==> src/rtl/dispatch.sv <==
// Block dispatcher: splits a kernel into fixed-size thread blocks,
// assigns them to free cores and reports kernel completion.
module dispatch #(
    parameter int NUM_CORES         = 2,
    parameter int THREADS_PER_BLOCK = 4,
    parameter int TC_BITS           = 8,
    parameter int CT_BITS           = $clog2(THREADS_PER_BLOCK) + 1
) (
    input  logic                           clk,
    input  logic                           reset,
    input  logic                           start,
    input  logic [TC_BITS-1:0]             thread_count,
    output logic [NUM_CORES-1:0]           core_start,
    output logic [NUM_CORES-1:0]           core_reset,
    output logic [NUM_CORES*TC_BITS-1:0]   core_block_id,
    output logic [NUM_CORES*CT_BITS-1:0]   core_thread_count,
    input  logic [NUM_CORES-1:0]           core_done,
    output logic                           done
);

    localparam int LOG2 = $clog2(THREADS_PER_BLOCK);
    localparam int TW   = TC_BITS + 1;

    typedef enum logic [1:0] {S_IDLE, S_DISPATCH, S_DONE} top_e;
    typedef enum logic [1:0] {C_FREE, C_BUSY, C_CLEAN} core_e;

    top_e               top_q, top_d;
    core_e              cst_q [NUM_CORES];
    core_e              cst_d [NUM_CORES];
    logic [TC_BITS-1:0] bid_q [NUM_CORES];
    logic [TC_BITS-1:0] bid_d [NUM_CORES];
    logic [CT_BITS-1:0] ct_q  [NUM_CORES];
    logic [CT_BITS-1:0] ct_d  [NUM_CORES];
    logic [TC_BITS-1:0] tc_q, tc_d;
    logic [TC_BITS-1:0] total_q, total_d;
    logic [TC_BITS-1:0] disp_q, disp_d;
    logic [TC_BITS-1:0] bdone_q, bdone_d;

    logic [TW-1:0]      blk_sum;
    logic [TW-1:0]      rem;
    logic [CT_BITS-1:0] next_ct;
    logic [TC_BITS-1:0] new_total;
    logic               assigned;
    logic               any_clean;

    // Block count rounds up one extra bit wide so 2^TC_BITS-1 threads cannot wrap.
    assign blk_sum   = {1'b0, thread_count} + TW'(THREADS_PER_BLOCK - 1);
    assign new_total = TC_BITS'(blk_sum >> LOG2);
    assign rem       = {1'b0, tc_q} - ({1'b0, disp_q} << LOG2);
    assign next_ct   = (rem >= TW'(THREADS_PER_BLOCK))
                     ? CT_BITS'(THREADS_PER_BLOCK) : CT_BITS'(rem);

    // Next-state logic for the top FSM, per-core FSMs and block counters.
    always_comb begin
        top_d     = top_q;
        tc_d      = tc_q;
        total_d   = total_q;
        disp_d    = disp_q;
        bdone_d   = bdone_q;
        cst_d     = cst_q;
        bid_d     = bid_q;
        ct_d      = ct_q;
        assigned  = 1'b0;
        any_clean = 1'b0;

        for (int i = 0; i < NUM_CORES; i++) begin
            if (cst_q[i] == C_CLEAN) any_clean = 1'b1;
        end

        for (int i = 0; i < NUM_CORES; i++) begin
            unique case (cst_q[i])
                C_FREE: begin
                    if (top_q == S_DISPATCH && !assigned && disp_q < total_q) begin
                        cst_d[i] = C_BUSY;
                        bid_d[i] = disp_q;
                        ct_d[i]  = next_ct;
                        assigned = 1'b1;
                    end
                end
                C_BUSY: begin
                    if (core_done[i]) begin
                        cst_d[i] = C_CLEAN;
                        bdone_d  = bdone_d + TC_BITS'(1);
                    end
                end
                C_CLEAN: cst_d[i] = C_FREE;
                default: cst_d[i] = C_FREE;
            endcase
        end

        if (assigned) disp_d = disp_q + TC_BITS'(1);

        unique case (top_q)
            S_IDLE: begin
                if (start) begin
                    tc_d    = thread_count;
                    total_d = new_total;
                    disp_d  = '0;
                    bdone_d = '0;
                    top_d   = S_DISPATCH;
                end
            end
            S_DISPATCH: begin
                if (bdone_q == total_q && !any_clean) top_d = S_DONE;
            end
            S_DONE: begin
                if (!start) top_d = S_IDLE;
            end
            default: top_d = S_IDLE;
        endcase
    end

    // State registers; reset returns every core to FREE immediately.
    always_ff @(posedge clk or negedge reset) begin
        if (!reset) begin
            top_q   <= S_IDLE;
            tc_q    <= '0;
            total_q <= '0;
            disp_q  <= '0;
            bdone_q <= '0;
            for (int i = 0; i < NUM_CORES; i++) begin
                cst_q[i] <= C_FREE;
                bid_q[i] <= '0;
                ct_q[i]  <= '0;
            end
        end else begin
            top_q   <= top_d;
            tc_q    <= tc_d;
            total_q <= total_d;
            disp_q  <= disp_d;
            bdone_q <= bdone_d;
            for (int i = 0; i < NUM_CORES; i++) begin
                cst_q[i] <= cst_d[i];
                bid_q[i] <= bid_d[i];
                ct_q[i]  <= ct_d[i];
            end
        end
    end

    // Outputs decode straight from registered state.
    always_comb begin
        done = (top_q == S_DONE);
        for (int i = 0; i < NUM_CORES; i++) begin
            core_start[i]                        = (cst_q[i] == C_BUSY);
            core_reset[i]                        = (cst_q[i] == C_CLEAN);
            core_block_id[i*TC_BITS +: TC_BITS]  = bid_q[i];
            core_thread_count[i*CT_BITS +: CT_BITS] = ct_q[i];
        end
    end

endmodule

==> config.mk <==
export PLATFORM = sky130hd
export DESIGN_NAME = dispatch
export DESIGN_NICKNAME = d
export VERILOG_FILES = /design/src/rtl/dispatch.sv
export SDC_FILE = /design/constraint.sdc
export NUM_CORES = 1
export LEC_CHECK = 0
export BUFFER_PORTS_ARGS = -buffer_cell sky130_fd_sc_hd__buf_2
export CORE_MARGIN = 1
export CORE_UTILIZATION = 41
export CTS_BUF_LIST = sky130_fd_sc_hd__clkbuf_8
export DETAILED_ROUTE_END_ITERATION = 10
export HOLD_SLACK_MARGIN = 0.05
export SLEW_MARGIN = 20
export SYNTH_ARGS = -nofsm -noshare
export SYNTH_HDL_FRONTEND = slang
export SYNTH_SLANG_ARGS = --single-unit
==> constraint.sdc <==
create_clock -name clk -period 4.7 [get_ports clk]
set_clock_uncertainty 0.05 [all_clocks]
set_input_delay 0.47 -clock clk [delete_from_list [all_inputs] [get_ports clk]]
set_output_delay 0.47 -clock clk [all_outputs]
set_load 0.02 [all_outputs]
* Word-level counts from Yosys, hierarchy flattened
Index checks and enable logic that the tools add are counted.
Cells by class: mux-type cells 26, reductions and logical operators 15, order comparisons 2, $add $sub $neg 5, eq/ne operators 14
Operators with widths (number):
- $mux W8 | 9
- $add A8 B1 Y8 const B | 3
- $mux W2 | 7
- $reduce_and A2 Y1 | 5
- $add A8 B2 Y9 const B | 1
- $ge A9 B3 Y1 const B | 1
- $sub A8 B9 Y9 | 1
- $eq A8 B7 Y1 | 1
- $lt A8 B7 Y1 | 1
- $ne A2 B2 Y1 const B | 4
- $pmux W2 S2 | 2
- $eq A2 B1 Y1 const B | 3
- $eq A2 B2 Y1 const B | 3
- $logic_not A2 Y1 | 3
- $mux W1 | 6
- $ne A2 B1 Y1 const B | 3
- $pmux W2 S3 | 1
- $logic_and A1 B1 Y1 | 4
- $mux W3 | 1
- $reduce_and A3 Y1 | 1
- $logic_not A1 Y1 | 2
Word-level totals: register bits after elaboration 59, output and inout bits 27, input port bits 13

* Depth between registers and ports, before layout
Gate-level depths: netlist of the first run.
word-level depth 12, gate-level depth with buffers 9

* Worst setup path before layout of the first run
Ideal clock, no wire load.
kind register -> register, start point reg disp_q[3], end point reg bid_q, in the netlist core_block_id[3], data arrival time 2.183 ns, stages on the path, launching flop included 8, setup slack 2.342 ns, required time 4.525 ns, path buffers 1, cells stage by stage dfrtp_1 -> ha_1 -> a211o_1 -> a21oi_2 -> o21ai_2 -> a2111oi_4 -> buf_6 -> mux2_4
On the way: longest elaborated chain between the ends 3
RTL lines:
- start, declared | line 36 | logic [TC_BITS-1:0] disp_q, disp_d;
- start signal, assigned | line 130 | disp_q <= disp_d;
- $lt A8 B7 Y1 | line 73 | if (top_q == S_DISPATCH && !assigned && disp_q < total_q) begin
- $logic_and A1 B1 Y1 | line 73
- $reduce_and A2 Y1 (no line)
- end signal, assigned by index | line 134 | bid_q[i] <= bid_d[i];
- end, declared | line 30 | logic [TC_BITS-1:0] bid_q [NUM_CORES];
Parallel ways exist; a longest one is shown, timed or not. A chain may end at the register's enable or synchronous reset.

* Final worst setup path of the first run
start point reg disp_q[3], end point reg bid_q, in the netlist core_block_id[1]
On the way: longest elaborated chain between the ends 3
RTL lines (line):
- $lt A8 B7 Y1 | 73
- $logic_and A1 B1 Y1 | 73
- $reduce_and A2 Y1 (no line)
No other way between the ends.

==> metrics.txt, run 1 <==
status finished, final reports clean; TritonRoute pass-1 iters 4; Final #Nets 399; critical path type reg2reg; die area between 8000 and 9000 µm²; antenna cell count 0; Initial DRC Count ~130; Antenna Nets Post-Route 0; FF-to-FF Start disp_q[3]; Clock Sinks 59; Arr. time, crit path 3.04 ns; Pwr Density ~720 nW/µm²; global-route wire length before repair around 12000 µm; flop2flop setup slack about 1.8 ns; synthesized area per cell between 10 and 15 µm²; initial antenna violation count 0; FF-to-FF path depth 6; worst hold-check path type in2async; routability cong. roughly 0.85; number of buffers created by CTS 9; async set-reset flop share out of synthesis 100%; Slew headroom 30.2%; cts repair resizes 0; endpoints failing setup 0; Setup Buffers After CTS 0; Worst R2R End core_block_id[1]; Syn Inst Count between 300 and 400; # IOs 40; Buffers on Ports 39; final hold violations 0; synthesized area 3300 µm²; measured slew at the worst slew-check pin 1.04 ns; global route overflow 0; ratio of cells with drive above 1 in the final layout 22.9%; max_cap viols 0; Core Box Area 7770 µm²; drt total wl 7040 µm; CTS Hold Buffers Added 0; Pleak 1.80 nW; Die W 91.7 µm; Critical Path Start Type flip-flop; Max Slew Vio Count 0; Die H 91.7 µm; maximum clock path buffer count 2; TritonCTS clock tree yes; DRC viols 0; number of enable flip-flop cells after synthesis 0; Synthesized Nets 358; TNS Setup 0 ns; Period Utilization, post-route 60.8%; Root Driver clkbuf_8; Period minus WS final between 2 and 3 ns; top cell family by delay on the critical path compound AO/OA/AOI/OAI gates; Layout Utilization 48.7%; Peak Freq roughly 0.35 GHz; Synth-to-Final Area Change 14.6%; number of global-route vias before repair 2429; Post-synth top flop dfrtp_1; warnings from Yosys 0; crit-path cells ha_1 > a211o_1 > a21oi_2 > o21ai_2 > a2111oi_4 > mux2_2; Post-DP HPWL 4970 µm; wire per inst between 10 and 15 µm; Placed Cells incl. Taps roughly 460; Clock transition at path regs 0.07 ns; Yosys cell types 54; Initial Utilization 42.5%; Buf/Inv on CP 0; slowest stage delay, CP 0.96 ns; Worst IR Drop VDD slightly below 0.2 mV; Max FO, Critical Path 15; CP required 4.88 ns; worst skew pair latency ~0.35 ns; CP Capture Type flip-flop; row count 32; final std cells w/o fill 477; sequential area share after synthesis 44.7%; Crit-path slowest cell a2111oi_4; H-tree levels 3; largest net degree at the start of global routing 60; via density per instance 5.18; flops & latches, synth 59; RSZ-0062 raised after global routing false; vias 2473; Total GRT Usage 18.8%
[metal layers]
metal	vias up	track usage [%]	wire, µm
met5	-	0	0
li1	1208	-	-
met4	0	9.77	131
met3	10	3.90	292
met2	53	26.3	3000
met1	1202	27.4	3620
[worst register-to-register path: cells and delay by family, from the launching register on]
| family | cells | cell delay [ns] |
|---|---|---|
| adder cells (fa/ha/maj) | 1 | 0.32 |
| flip-flops | 1 | 0.47 |
| multiplexers | 1 | 0.42 |
| AO/OA/AOI/OAI | 4 | 1.49 |
[cells in the mapped netlist (3+ instances only)]
cell type  instances  area (µm²)
mux2i_1            3        30.0
xor2_1             9        78.8
a31o_2             4        35.0
mux2_2            12         135
nor2_1            24        90.1
o22ai_1            3        18.8
a21o_1             3        22.5
nor3_1             6        30.0
nand3_1            4        20.0
o21ai_0            9        45.0
xnor2_1           20         175
clkbuf_1           7        26.3
nand2b_1           8        50.1
buf_4              3        22.5
nor2b_1           13        81.3
nand2_1           45         169
dfrtp_1           59        1480
o21a_1             5        37.5
ha_1              15         188
inv_1             23        86.3
nand4_1            3        18.8
mux2_4             4        60.1
a21oi_1           10        50.1
[sequential cells by signal, indices dropped and copies added (netlist names)]
| register | flops |
|---|---|
| core_block_id | 16 |
| total_q | 7 |
| disp_q | 8 |
| bdone_q | 8 |
| tc_q | 8 |
| cst_q | 4 |
| top_q | 2 |
| core_thread_count | 6 |
[per-stage QoR]
step / hold slack [ns] / total power [mW] / worst slack (ns) / instance area, µm²
4_1_cts: 0.248 / 2.73 / 1.84 / 3780
2_1_floorplan: 0.124 / 1.92 / 2.34 / 3300
3_3_place_gp: 0.415 / 2.20 / 1.90 / 3580
3_5_place_dp: 0.426 / 2.23 / 1.86 / 3580
6_report: 0.222 / 2.71 / 1.84 / 3780
5_1_grt: 0.291 / 2.94 / 1.68 / 3780
[cell type report]
type                       count  area (µm²)
fill                         748        3980
multi-input combinational    234        1670
sequential                    59        1480
timing repair buffer          42         218
tap                          102         128
clock buffer                   9         124
inverter                      24        90.1
clock inverter                 7        77.6
[how the worst max path moves through the flow]
stage / startpoint / to / slack (ns) / cells after the start
2_1_floorplan: disp_q[3] / core_block_id[3] / 2.34 / 7
3_3_place_gp: disp_q[3] / core_block_id[0] / 1.90 / 6
3_5_place_dp: disp_q[3] / core_block_id[1] / 1.86 / 6
4_1_cts: disp_q[3] / core_block_id[1] / 1.84 / 6
5_1_grt: disp_q[3] / core_block_id[0] / 1.68 / 6
6_report: disp_q[3] / core_block_id[1] / 1.84 / 6
[where the power goes]
part	leakage [nW]	total, mW	switching [mW]	internal [mW]
Combinational	0.949	1.31	0.722	0.589
Clock	0.0998	0.478	0.230	0.248
Sequential	0.752	0.920	0.218	0.702
[logic make-up (layout without fill, tap and decap cells)]
| logic type | count (synthesis) | in the layout | synth area share, % |
|---|---|---|---|
| flip-flops | 59 | 59 | 44.7 |
| AND/OR/NAND/NOR | 117 | 117 | 18.0 |
| multiplexers | 19 | 19 | 6.82 |
| buffers and inverters | 36 | 82 | 4.66 |
| AO/OA/AOI/OAI | 53 | 53 | 11.8 |
| adder cells (fa/ha/maj) | 16 | 16 | 6.29 |
| XOR/XNOR | 29 | 29 | 7.69 |
[placed cells by master, fill, tap and decap left out, types with 3 or more instances in the layout]
cell,count
buf_4,3
xor2_1,9
a21oi_1,10
nand3_1,4
xnor2_1,20
nand2_1,45
o21ai_0,9
buf_2,39
nor2_1,24
o21a_1,5
a31o_2,4
ha_1,15
nor3_1,6
inv_1,23
clkbuf_8,9
mux2_2,12
clkinv_4,3
nand4_1,3
a21o_1,3
mux2_4,4
mux2i_1,3
nand2b_1,8
dfrtp_1,59
o22ai_1,3
nor2b_1,13
(Power assumes the default switching activity.)
==> run 2, diff against run 1 <==
==> constraint.sdc (replaced) <==
create_clock -name clk -period 2.9 [get_ports clk]
set_clock_uncertainty 0.05 [all_clocks]
set_input_delay 0.29 -clock clk [delete_from_list [all_inputs] [get_ports clk]]
set_output_delay 0.29 -clock clk [all_outputs]
set_load 0.02 [all_outputs]
==> run 2 against run 1 <==
  * Via count down 1.1%
  * Combinational power up 63%
  * Non-clock buffer count up 2
  * Largest power group unchanged
==> metrics.txt, run 2 (synthesis gave the netlist of run 1 again) <==
Period minus WS final around 2.4 ns; hold slack 0.0248 ns; TritonRoute pass-1 iters 4; RSZ-0062 raised after global routing false; status finished, final reports clean; Crit-path slowest cell a2111o_1; Initial Utilization a little over two fifths; initial antenna violation count 0; Die H a little over 90 µm; Final #Nets 401; worst hold-check path type in2async; max FFs per register 16; row count 32; number of buffers created by CTS 9; max_cap viols 0; via density per instance between 5 and 6; Setup WS pre-CTS 0.462 ns; Period Utilization, post-route 84.5%; DRC viols 0; TNS Setup 0 ns; CP required 3.05 ns; TritonCTS clock tree yes; crit-path cells ha_1 > a211o_1 > a21oi_2 > o21ai_2 > a2111o_1 > o311ai_0 > o41ai_1; Clock transition at path regs 0.07 ns; Pleak around 1.8 nW; Pwr Density 1170 nW/µm²; die area between 8000 and 9000 µm²; wire per inst 14.6 µm; Synth-to-Final Area Change 15.8%; Clock Sinks 59; Arr. time, crit path 2.60 ns; Total GRT Usage 18.5%; drt total wl around 7000 µm; top cell family by delay on the critical path compound AO/OA/AOI/OAI gates; worst skew pair latency 0.34 ns; global-route wire length before repair 12200 µm; # IOs 40; Max FO, Critical Path 7; antenna cell count 0; Post-DP HPWL 5000 µm; final hold violations 0; measured slew at the worst slew-check pin 0.857 ns; FILL cells roughly 780; Setup Buffers After CTS 0; Peak Freq between 0.4 and 0.5 GHz; area taken by multi-input logic gates 1670 µm²; vias 2447; H-tree levels 3; Buffers on Ports 39; commonest non-fill, non-tap cell in the layout dfrtp_1; CTS Hold Buffers Added 0; Core Box Area 7770 µm²; cts repair resizes 0; endpoints failing setup 0; Antenna Nets Post-Route 0; Root Driver clkbuf_8; most frequent cells in the layout dfrtp_1 (59), nand2_1 (45), buf_2 (39); largest net degree at the start of global routing 60; CP Capture Type flip-flop; critical path type reg2reg; routability cong. 0.897; Die W roughly 92 µm; Slew headroom 42.9%; maximum clock path buffer count 2; final setup margin 0.450 ns; Worst IR Drop VDD 0.409 mV; Critical Path Start Type flip-flop; Buf/Inv on CP 0; Max Slew Vio Count 0; Initial DRC Count between 100 and 150; Reg area 1480 µm²; ratio of cells with drive above 1 in the final layout 23.3%; slowest stage delay, CP 0.50 ns; global route overflow 0; number of global-route vias before repair 2445
## run 2: cell count changes in the layout (fill, tap and decap cells not counted)
| cell | change |
|---|---|
| clkinv_2 | -1 |
| bufinv_16 | +1 |
| clkinvlp_4 | +1 |
| buf_4 | +2 |
| clkinv_4 | -1 |
## run 2: layout make-up
class | instances | area share, %
clock buffers | 9 | 3.24
repair buffers | 44 | 6.09
flip-flops and latches | 59 | 38.6
inverters | 24 | 2.36
clock inverters | 7 | 2.65
multi-input cells | 234 | 43.7
well taps | 102 | 3.34
## run 2: power breakdown
part / switching (mW) / internal, mW
Sequential: 0.349 / 1.14
Clock: 0.350 / 0.489
Combinational: 1.17 / 0.971
Total: 1.87 / 2.60
## run 2: worst paths after layout
path | slack, ns | startpoint | depth (start not counted) | to
setup / recovery | 0.45 | disp_q[3] | 7 | disp_q[6]
hold / removal | 0.02 | reset | 2 | bdone_q[2]
setup reg to reg | 0.45 | disp_q[3] | 7 | disp_q[6]
hold reg to reg | 0.43 | tc_q[4] | 2 | tc_q[4]
max in group asynchronous | 2.26 | reset | 2 | cst_q[1]
min in group clk | 0.15 | thread_count[6] | 3 | tc_q[6]
## run 2: per-stage QoR
step | power [mW] | area, µm² | util (%) | std cells
3_3_place_gp | 3.57 | 3600 | 46.3 | 463
3_5_place_dp | 3.64 | 3600 | 46.3 | 463
4_1_cts | 4.50 | 3820 | 49.2 | 479
6_report | 4.46 | 3820 | 49.2 | 479
5_1_grt | 4.83 | 3820 | 49.2 | 479
2_1_floorplan | 3.12 | 3300 | - | 329
## run 2: layer usage
| layer | global-route usage (%) | share of wire (%) |
|---|---|---|
| met5 | 0 | 0 |
| met4 | 7.03 | 1.6 |
| met3 | 3.57 | 3.6 |
| met2 | 27.9 | 44 |
| met1 | 26.4 | 51 |
